## config.mk

```make
export PLATFORM = sky130hd
export DESIGN_NAME = right_shift_unit
export DESIGN_NICKNAME = d
export VERILOG_FILES = /design/src/rtl/shifter_pkg.sv /design/src/rtl/right_shift_step.sv /design/src/rtl/right_shift_unit.sv
export SDC_FILE = /design/constraint.sdc
export NUM_CORES = 1
export LEC_CHECK = 0
export ABC_AREA = 1
export BUFFER_PORTS_ARGS = -buffer_cell sky130_fd_sc_hd__buf_2
export CAP_MARGIN = 5
export CELL_PAD_IN_SITES_DETAIL_PLACEMENT = 1
export CELL_PAD_IN_SITES_GLOBAL_PLACEMENT = 1
export CORE_AREA = 8 8 133 135
export DETAILED_ROUTE_END_ITERATION = 16
export DIE_AREA = 0 0 141 143
export GPL_ROUTABILITY_DRIVEN = 1
export GPL_TIMING_DRIVEN = 0
export PLACE_DENSITY = 0.81
export SLEW_MARGIN = 20
export SYNTH_ARGS = -nofsm -noshare
export SYNTH_HDL_FRONTEND = slang
export SYNTH_HIERARCHICAL = 1
export SYNTH_SLANG_ARGS = --single-unit
```

## constraint.sdc

```tcl
create_clock -name clk -period 3.8 [get_ports clk]
set_clock_uncertainty 0.2 [all_clocks]
set_input_delay 1.14 -clock clk [delete_from_list [all_inputs] [get_ports clk]]
set_output_delay 1.14 -clock clk [all_outputs]
set_load 0.02 [all_outputs]
```

## src/rtl/shifter_pkg.sv

```systemverilog
// rtl/shifter_pkg.sv - shared constants and state encoding for the right shifter
package shifter_pkg;

  localparam int DATA_W = 32;

  localparam logic [1:0] MODE_LSR = 2'b00;
  localparam logic [1:0] MODE_ASR = 2'b01;
  localparam logic [1:0] MODE_ROR = 2'b10;

  typedef enum logic [1:0] {
    IDLE  = 2'd0,
    SHIFT = 2'd1,
    DONE  = 2'd2
  } state_t;

endpackage

```

## src/rtl/right_shift_step.sv

```systemverilog
// rtl/right_shift_step.sv - one combinational right shift/rotate step of size k
module right_shift_step
  import shifter_pkg::*;
(
  input  logic [DATA_W-1:0] value,
  input  logic [4:0]        k,
  input  logic [1:0]        mode,
  output logic [DATA_W-1:0] shifted,
  output logic              out_bit
);

  logic [5:0] left_amt;

  // Rotate is built from two logical shifts; a left shift by 32 (k = 0) yields 0,
  // so the rotate degenerates to the identity as it should.
  assign left_amt = 6'd32 - {1'b0, k};

  // Select fill behaviour by mode; mode 11 falls through to LSR.
  always_comb begin
    shifted = value >> k;
    case (mode)
      MODE_ASR: shifted = $signed(value) >>> k;
      MODE_ROR: shifted = (value >> k) | (value << left_amt);
      default:  shifted = value >> k;
    endcase
    // The last bit leaving the bottom is value[k-1]; nothing leaves when k = 0.
    out_bit = (k != 5'd0) ? value[k - 5'd1] : 1'b0;
  end

endmodule

```

## src/rtl/right_shift_unit.sv

```systemverilog
// rtl/right_shift_unit.sv - iterative LSR/ASR/ROR unit shifting up to STEP bits per cycle
module right_shift_unit
  import shifter_pkg::*;
#(
  parameter int STEP = 4
) (
  input  logic              clk,
  input  logic              reset,
  input  logic              start,
  input  logic [DATA_W-1:0] data,
  input  logic [4:0]        amount,
  input  logic [1:0]        mode,
  output logic              busy,
  output logic              done,
  output logic [DATA_W-1:0] result,
  output logic              carry_out
);

  localparam logic [4:0] STEP_K = 5'(STEP);

  state_t            state;
  logic [DATA_W-1:0] acc;
  logic [4:0]        remaining;
  logic [1:0]        mode_q;
  logic [4:0]        k;
  logic [4:0]        remaining_next;
  logic [DATA_W-1:0] step_value;
  logic              step_bit;

  // Step size is the smaller of what is left and the per-cycle limit, so
  // remaining can never wrap below zero.
  always_comb begin
    k              = (remaining < STEP_K) ? remaining : STEP_K;
    remaining_next = remaining - k;
  end

  right_shift_step u_step (
    .value   (acc),
    .k       (k),
    .mode    (mode_q),
    .shifted (step_value),
    .out_bit (step_bit)
  );

  // Control FSM plus accumulator, counter and carry registers.
  always_ff @(posedge clk or posedge reset) begin
    if (reset) begin
      state     <= IDLE;
      acc       <= '0;
      remaining <= '0;
      mode_q    <= MODE_LSR;
      carry_out <= 1'b0;
    end else begin
      case (state)
        IDLE: begin
          if (start) begin
            acc       <= data;
            remaining <= amount;
            mode_q    <= mode;
            carry_out <= 1'b0;
            state     <= (amount == 5'd0) ? DONE : SHIFT;
          end
        end
        SHIFT: begin
          acc       <= step_value;
          carry_out <= step_bit;
          remaining <= remaining_next;
          if (remaining_next == 5'd0) begin
            state <= DONE;
          end
        end
        DONE: begin
          state <= IDLE;
        end
        default: begin
          state <= IDLE;
        end
      endcase
    end
  end

  // Status decodes straight from the state flops, so reset clears them at once.
  assign busy   = (state != IDLE);
  assign done   = (state == DONE);
  assign result = acc;

endmodule

```

---- Yosys cells after proc, flatten, opt, wreduce, memory -nomap -nowiden ----
Index checks and enable logic that the tools add are counted.
word-level totals
  register bits after elaboration ......... 42
  output and inout bits ................... 35
  logic and storage cells ................. 44
cells by class
  $add $sub $neg .......................... 3
  $lt $le $gt $ge ......................... 2
  equal/unequal tests ..................... 6
  shift-type cells ........................ 3
  muxes and demuxes ....................... 15
  bitwise gates (word level) .............. 1
  reduce and logical (&&, ||, !) cells .... 9
operator list
  cell                                                                           number
  32-bit case mux with 2 select lines                                            2
  32-bit 2-to-1 mux                                                              1
  32-bit bitwise OR                                                              1
  32-bit by 6-bit << shifter with 32-bit output                                  1
  32-bit by 5-bit >> shifter with 32-bit output                                  1
  32-bit by 5-bit >>> shifter with 32-bit output                                 1
  5-bit logical NOT                                                              2
  5-bit 2-to-1 mux                                                               2
  5-bit case mux with 2 select lines                                             1
  5-bit by 6-bit less-than comparator with 1-bit output (second input constant)  1
  2-bit 2-to-1 mux                                                               3
  2-bit AND reduction                                                            3
  6-bit by 5-bit subtractor with 6-bit output (first input constant)             1
  1-bit binary-select mux with 5-bit select                                      1
  5-bit by 3-bit less-than comparator with 1-bit output (second input constant)  1
  5-bit nonzero test                                                             1
  5-bit by 1-bit subtractor with 5-bit output (second input constant)            1
  5-bit subtractor                                                               1
  2-bit by 1-bit equality test with 1-bit output (second input constant)         2
  2-bit equality test (second input constant)                                    2
  2-bit != test (second input constant)                                          2
  2-bit case mux with 2 select lines                                             1
  2-bit nonzero test                                                             2
  1-bit 2-to-1 mux                                                               3
  2 further kinds                                                                2

---- Longest topological paths before layout ----
  depth in word-level cells ............... 7
  mapped depth ............................ 20
  gate-level depth less buffers ........... 18

---- Modules after synthesis ----
Netlist, hierarchy kept.
modules (own cells, without submodules)
  module            instances  cells an instance  area each (µm²)
  right_shift_step  1          876                4003.8
  right_shift_unit  1          257                2133.3

---- Worst setup path after synthesis ----
OpenSTA, ideal clock, no wires.
  kind .................................... register to register
  from .................................... reg remaining[4]
  to ...................................... reg carry_out
  setup time .............................. 0.121 ns
  data arrival time ....................... 2.671 ns
  data required time ...................... 3.479 ns
  path slack .............................. 0.808 ns
  stages on the path, launching flop included .. 19
  cells stage by stage .................... dfrtp_1 nor2_4 nand2_4 nor2_1 buf_2 inv_1 clkbuf_1 ha_1 clkbuf_1 inv_1 clkbuf_1 nand3_1 nand3_1 nand3_1 nand2_1 nand2_1 o21ai_1 nor2_1 a22o_1
on the way
  word-level cells in the longest chain between the ends .. 7
ends and longest elaborated chain
  what                                                     line                    source
  start: declaration                                       right_shift_unit.sv:23  logic [4:0] remaining;
  start signal: assignment                                 right_shift_unit.sv:58  remaining <= amount;
  start signal: assignment                                 right_shift_unit.sv:67  remaining <= remaining_next;
  5-bit by 3-bit less-than comparator with 1-bit output *  right_shift_unit.sv:33  k = (remaining < STEP_K) ? remaining : STEP_K;
  5-bit 2-to-1 mux *                                       right_shift_unit.sv:33
  net k[2]                                                 right_shift_unit.sv:25  logic [4:0] k;
  5-bit by 1-bit subtractor with 5-bit output              right_shift_step.sv:27  out_bit = (k != 5'd0) ? value[k - 5'd1] : 1'b0;
  1-bit binary-select mux with 5-bit select                right_shift_step.sv:27
  1-bit 2-to-1 mux (implied by the code)                   right_shift_step.sv:27
  1-bit 2-to-1 mux *                                       right_shift_step.sv:27
  net step_bit                                             right_shift_unit.sv:28  logic step_bit;
  1-bit case mux with 2 select lines *                     right_shift_unit.sv:54  case (state)
  end signal: assignment                                   right_shift_unit.sv:66  carry_out <= step_bit;
  end: declaration                                         right_shift_unit.sv:16  output logic carry_out
The timed path passes the listed nets; every way through them passes the cells marked *. The select of a mux whose other input is x is not followed.
A chain may end at the register's enable or synchronous reset.

---- Worst setup path after layout ----
  from .................................... reg remaining[4]
  to ...................................... reg acc[30] (netlist: result[30])
on the way
  word-level cells in the longest chain between the ends .. 7
ends and longest elaborated chain
  what                                                     line                    source
  5-bit by 3-bit less-than comparator with 1-bit output *  right_shift_unit.sv:33
  5-bit 2-to-1 mux *                                       right_shift_unit.sv:33
  net k[2]                                                 right_shift_unit.sv:25
  6-bit by 5-bit subtractor with 6-bit output              right_shift_step.sv:16  assign left_amt = 6'd32 - {1'b0, k};
  32-bit by 6-bit << shifter with 32-bit output            right_shift_step.sv:23  MODE_ROR: shifted = (value >> k) | (value << left_amt);
  32-bit bitwise OR                                        right_shift_step.sv:23
  32-bit case mux with 2 select lines *                    right_shift_step.sv:21  case (mode)
  net step_value[30]                                       right_shift_unit.sv:27  logic [DATA_W-1:0] step_value;
  32-bit case mux with 2 select lines *                    right_shift_unit.sv:54
  end signal: assignment                                   right_shift_unit.sv:57  acc <= data;
  end signal: assignment                                   right_shift_unit.sv:65  acc <= step_value;
  end: declaration                                         right_shift_unit.sv:22  logic [DATA_W-1:0] acc;
The timed path passes the listed nets; every way through them passes the cells marked *.

==> results.json <==
{
  "cts_htree_levels": 2,
  "synth_edf_count": 0,
  "critical_path.cell_chain": "nor2_4, nand2_4, nor2_1, buf_2, inv_4, ha_4, nand3_1, inv_1, ha_1, inv_1, nand2_2, inv_2, buf_4, nand3_1, nand3_1, nand2_1, nand2_1, nand2_1, a21oi_2",
  "synthFlopType": "dfrtp_1",
  "pin_count": 77,
  "drtIter0Drc": 1179,
  "rsz0062_at_grt": "no",
  "cp_top_family": "simple AND/OR/NAND/NOR gates",
  "yosys.area_share.simple_pct": 59.8,
  "grt_use_total_pct": 36.1,
  "cts_made_buffers": 5,
  "worst_setup_path_end_kind": "flop",
  "synth_top_family_by_area": "simple AND/OR/NAND/NOR gates",
  "nets": 1267,
  "routabilityCongestion": 1.09,
  "chipWidth_um": 141,
  "worstPathMaxFanout": 15,
  "crit_arrival_ps": 3680,
  "max_stage_delay_ps": 440,
  "synth_mux_area_share_pct": 0,
  "r2r_cells": 19,
  "grt-ovfl-total": 0,
  "place_area_mm2": 0.00683,
  "clk_latency_ps": 300,
  "max_freq_mhz": 274,
  "yosysSeqAreaShare_pct": 17.1,
  "area_growth_syn_to_layout_pct": 14.4,
  "drt-total-wl_um": 36600,
  "timing.rr.start": "remaining[4]",
  "antenna_cells": 0,
  "clkSinkCount": 42,
  "via_count": 9172,
  "syn_inst": 1133,
  "vias_per_cell": 6.38,
  "synth.ff_latch_count": 42,
  "period_minus_slack_ps": 3650,
  "synth_area_mm2": 0.00614,
  "core-area_mm2": 0.0156,
  "grt_pass1_vias": 8793,
  "cts_tree": "built",
  "netlist_top_cells_area": "nand3_1, nand2_1, dfrtp_1",
  "post_drt_wl_per_cell_um": 25.5,
  "grt_pass1_wl_um": 54400,
  "synth_compound_area_share_pct": 12.6,
  "required_ps": 3830,
  "worst-r2r-setup-slack_ps": 150,
  "fin_area_mm2": 0.00702,
  "fill_cells": 2296,
  "start_util_pct": 39.3,
  "synth_cell_type_count": 38,
  "worst-path-buf-inv": 6,
  "hold_buffers": 0,
  "ant_nets": 0,
  "die_h_um": 143,
  "synthArstFlopShare_pct": 100,
  "io_buffers": 76,
  "worst_pin_slew_ps": 764,
  "slew_viol_final": 0,
  "antenna_found_initial": 0,
  "r2r_end": "result[30]",
  "worstHoldPathType": "flop to flop",
  "slew_headroom_pct": 48.9,
  "cts.path.max_buffers": 2,
  "min_path_cells": 1,
  "crit_slowest_cell": "dfrtp_1",
  "maxCapViolations": 0,
  "dr.pass1.iters": 6,
  "holdPathEnd": "carry_out",
  "setup_viol": 0,
  "synth_xor_area_share_pct": 0.550,
  "dieArea_mm2": 0.0202,
  "netlist.area_leader.share_pct": 30.4,
  "finalHoldViolCount": 0,
  "synth_fa_ha_area_share_pct": 1.02,
  "status": "finished, final reports clean",
  "yosysTopAreaCell": "nand3_1",
  "period_share_pct": 96.1,
  "min_from": "carry_out",
  "route.detailed.drc": 0,
  "yosys_warnings": 6,
  "cp-start-kind": "flop",
  "clk_pin_slew_worst_paths_ps": 70,
  "dp_hpwl_um": 30000,
  "drive_gt1_share_pct": 14.3,
  "path_class": "flop to flop",
  "grt_max_degree": 35,
  "syn_avg_cell_area_um2": 5.42,
  "clockRootBuffer": "clkbuf_16",
  "rows": 46
}
worst max-delay path by stage:
stage	start	slack (ps)	depth (start not counted)	end
finish	remaining[4]	150	19	result[30]
global route	remaining[4]	10	19	result[30]
CTS	remaining[4]	70	20	result[30]
detailed placement	remaining[4]	-480	20	result[30]
global placement	remaining[4]	-430	18	result[14]
floorplan	remaining[4]	810	18	carry_out
cells in the mapped netlist (4+ instances only):
cell type  count
o22ai_1        4
inv_1         35
clkbuf_1      28
nand3_1      373
nor2_4         4
nand2_1      360
buf_4          6
nor2_1        68
o21ai_1        8
inv_2          7
ha_1           5
dfrtp_1       42
buf_2         32
a21oi_1       45
nand2_2        7
o211ai_1      12
o21ai_0       50
buf_1          6
a21oi_2       13
kinds of logic (layout without fill, tap and decap cells):
kind of cell             Yosys count  after routing
XOR/XNOR                           3              3
flip-flops                        42             42
AO/OA/AOI/OAI                    136            136
AND/OR/NAND/NOR                  826            826
other                              2              8
adder cells (fa/ha/maj)            5              5
buffers and inverters            119            201
metal layers:
metal	track usage [%]	vias to the layer above	part of all wire, %
li1	-	4029	-
met2	55.0	588	42
met5	0	-	0
met1	46.0	4436	40
met4	22.9	0	7.4
met3	6.84	119	9.9
cell type report:
cell class	count	area (um2)	area share, %
Buffer	71	360	5.13
Clock buffer	7	143	2.03
Sequential cell	42	1050	15.0
Inverter	44	179	2.55
Multi-Input combinational cell	978	4600	65.6
Timing Repair Buffer	78	408	5.81
Tap cell	216	270	3.85
Clock inverter	1	5.00	0.0713
cell usage in the layout, fill, tap and decap left out, types with 3 or more instances in the layout:
cell type / Yosys / layout
a21oi_1: 45 / 44
inv_1: 35 / 33
nand2_2: 7 / 7
a21oi_2: 13 / 14
clkbuf_1: 28 / 22
buf_2: 32 / 105
nor2_1: 68 / 68
o211ai_1: 12 / 12
o21ai_1: 8 / 8
o22ai_1: 4 / 4
nand3_1: 373 / 373
buf_4: 6 / 8
inv_2: 7 / 7
clkbuf_2: 0 / 4
o21ai_0: 50 / 50
buf_6: 3 / 3
clkbuf_16: 0 / 5
nor2_2: 3 / 3
nor2_4: 4 / 4
buf_1: 6 / 6
nand2_1: 360 / 360
ha_1: 5 / 4
conb_1: 2 / 8
dfrtp_1: 42 / 42
what timing repair did:
| item | 4_1_cts | 5_1_grt |
|---|---|---|
| resized for setup | 10 | 4 |
| setup endpoints to repair | 33 | 14 |
| setup buffers | 1 | 0 |
| endpoints found under the hold margin | 0 | 0 |
worst reg2reg max path, stage by stage, from the launching register on:
cell     delay [ps]
dfrtp_1         440
nor2_4           80
nand2_4         100
nor2_1           50
buf_2           180
inv_4           200
ha_4            250
nand3_1         130
inv_1            90
ha_1            240
inv_1            70
nand2_2         140
inv_2           230
buf_4           260
nand3_1         260
nand3_1         130
nand2_1          50
nand2_1         220
nand2_1         150
a21oi_2         130
state kept, by name (all words and copies together), names as in the netlist:
name       flops
carry_out      1
mode_q         2
remaining      5
result        32
state          2
metrics by stage:
stage,util [%],setup slack [ps],setup TNS (ps),hold WS (ps),instances
after floorplan,-,808,0,274,1139
after global placement,43.7,-429,-6160,295,1431
after detailed placement,43.8,-479,-8080,328,1432
after CTS,45.0,65.2,0,343,1438
after global routing,45.0,13.3,0,357,1437
final,45.0,147,0,337,1437
Power is left out: the tool's default activity adds up to more than one toggle a clock period on the data nets, which glitch-free logic cannot reach.
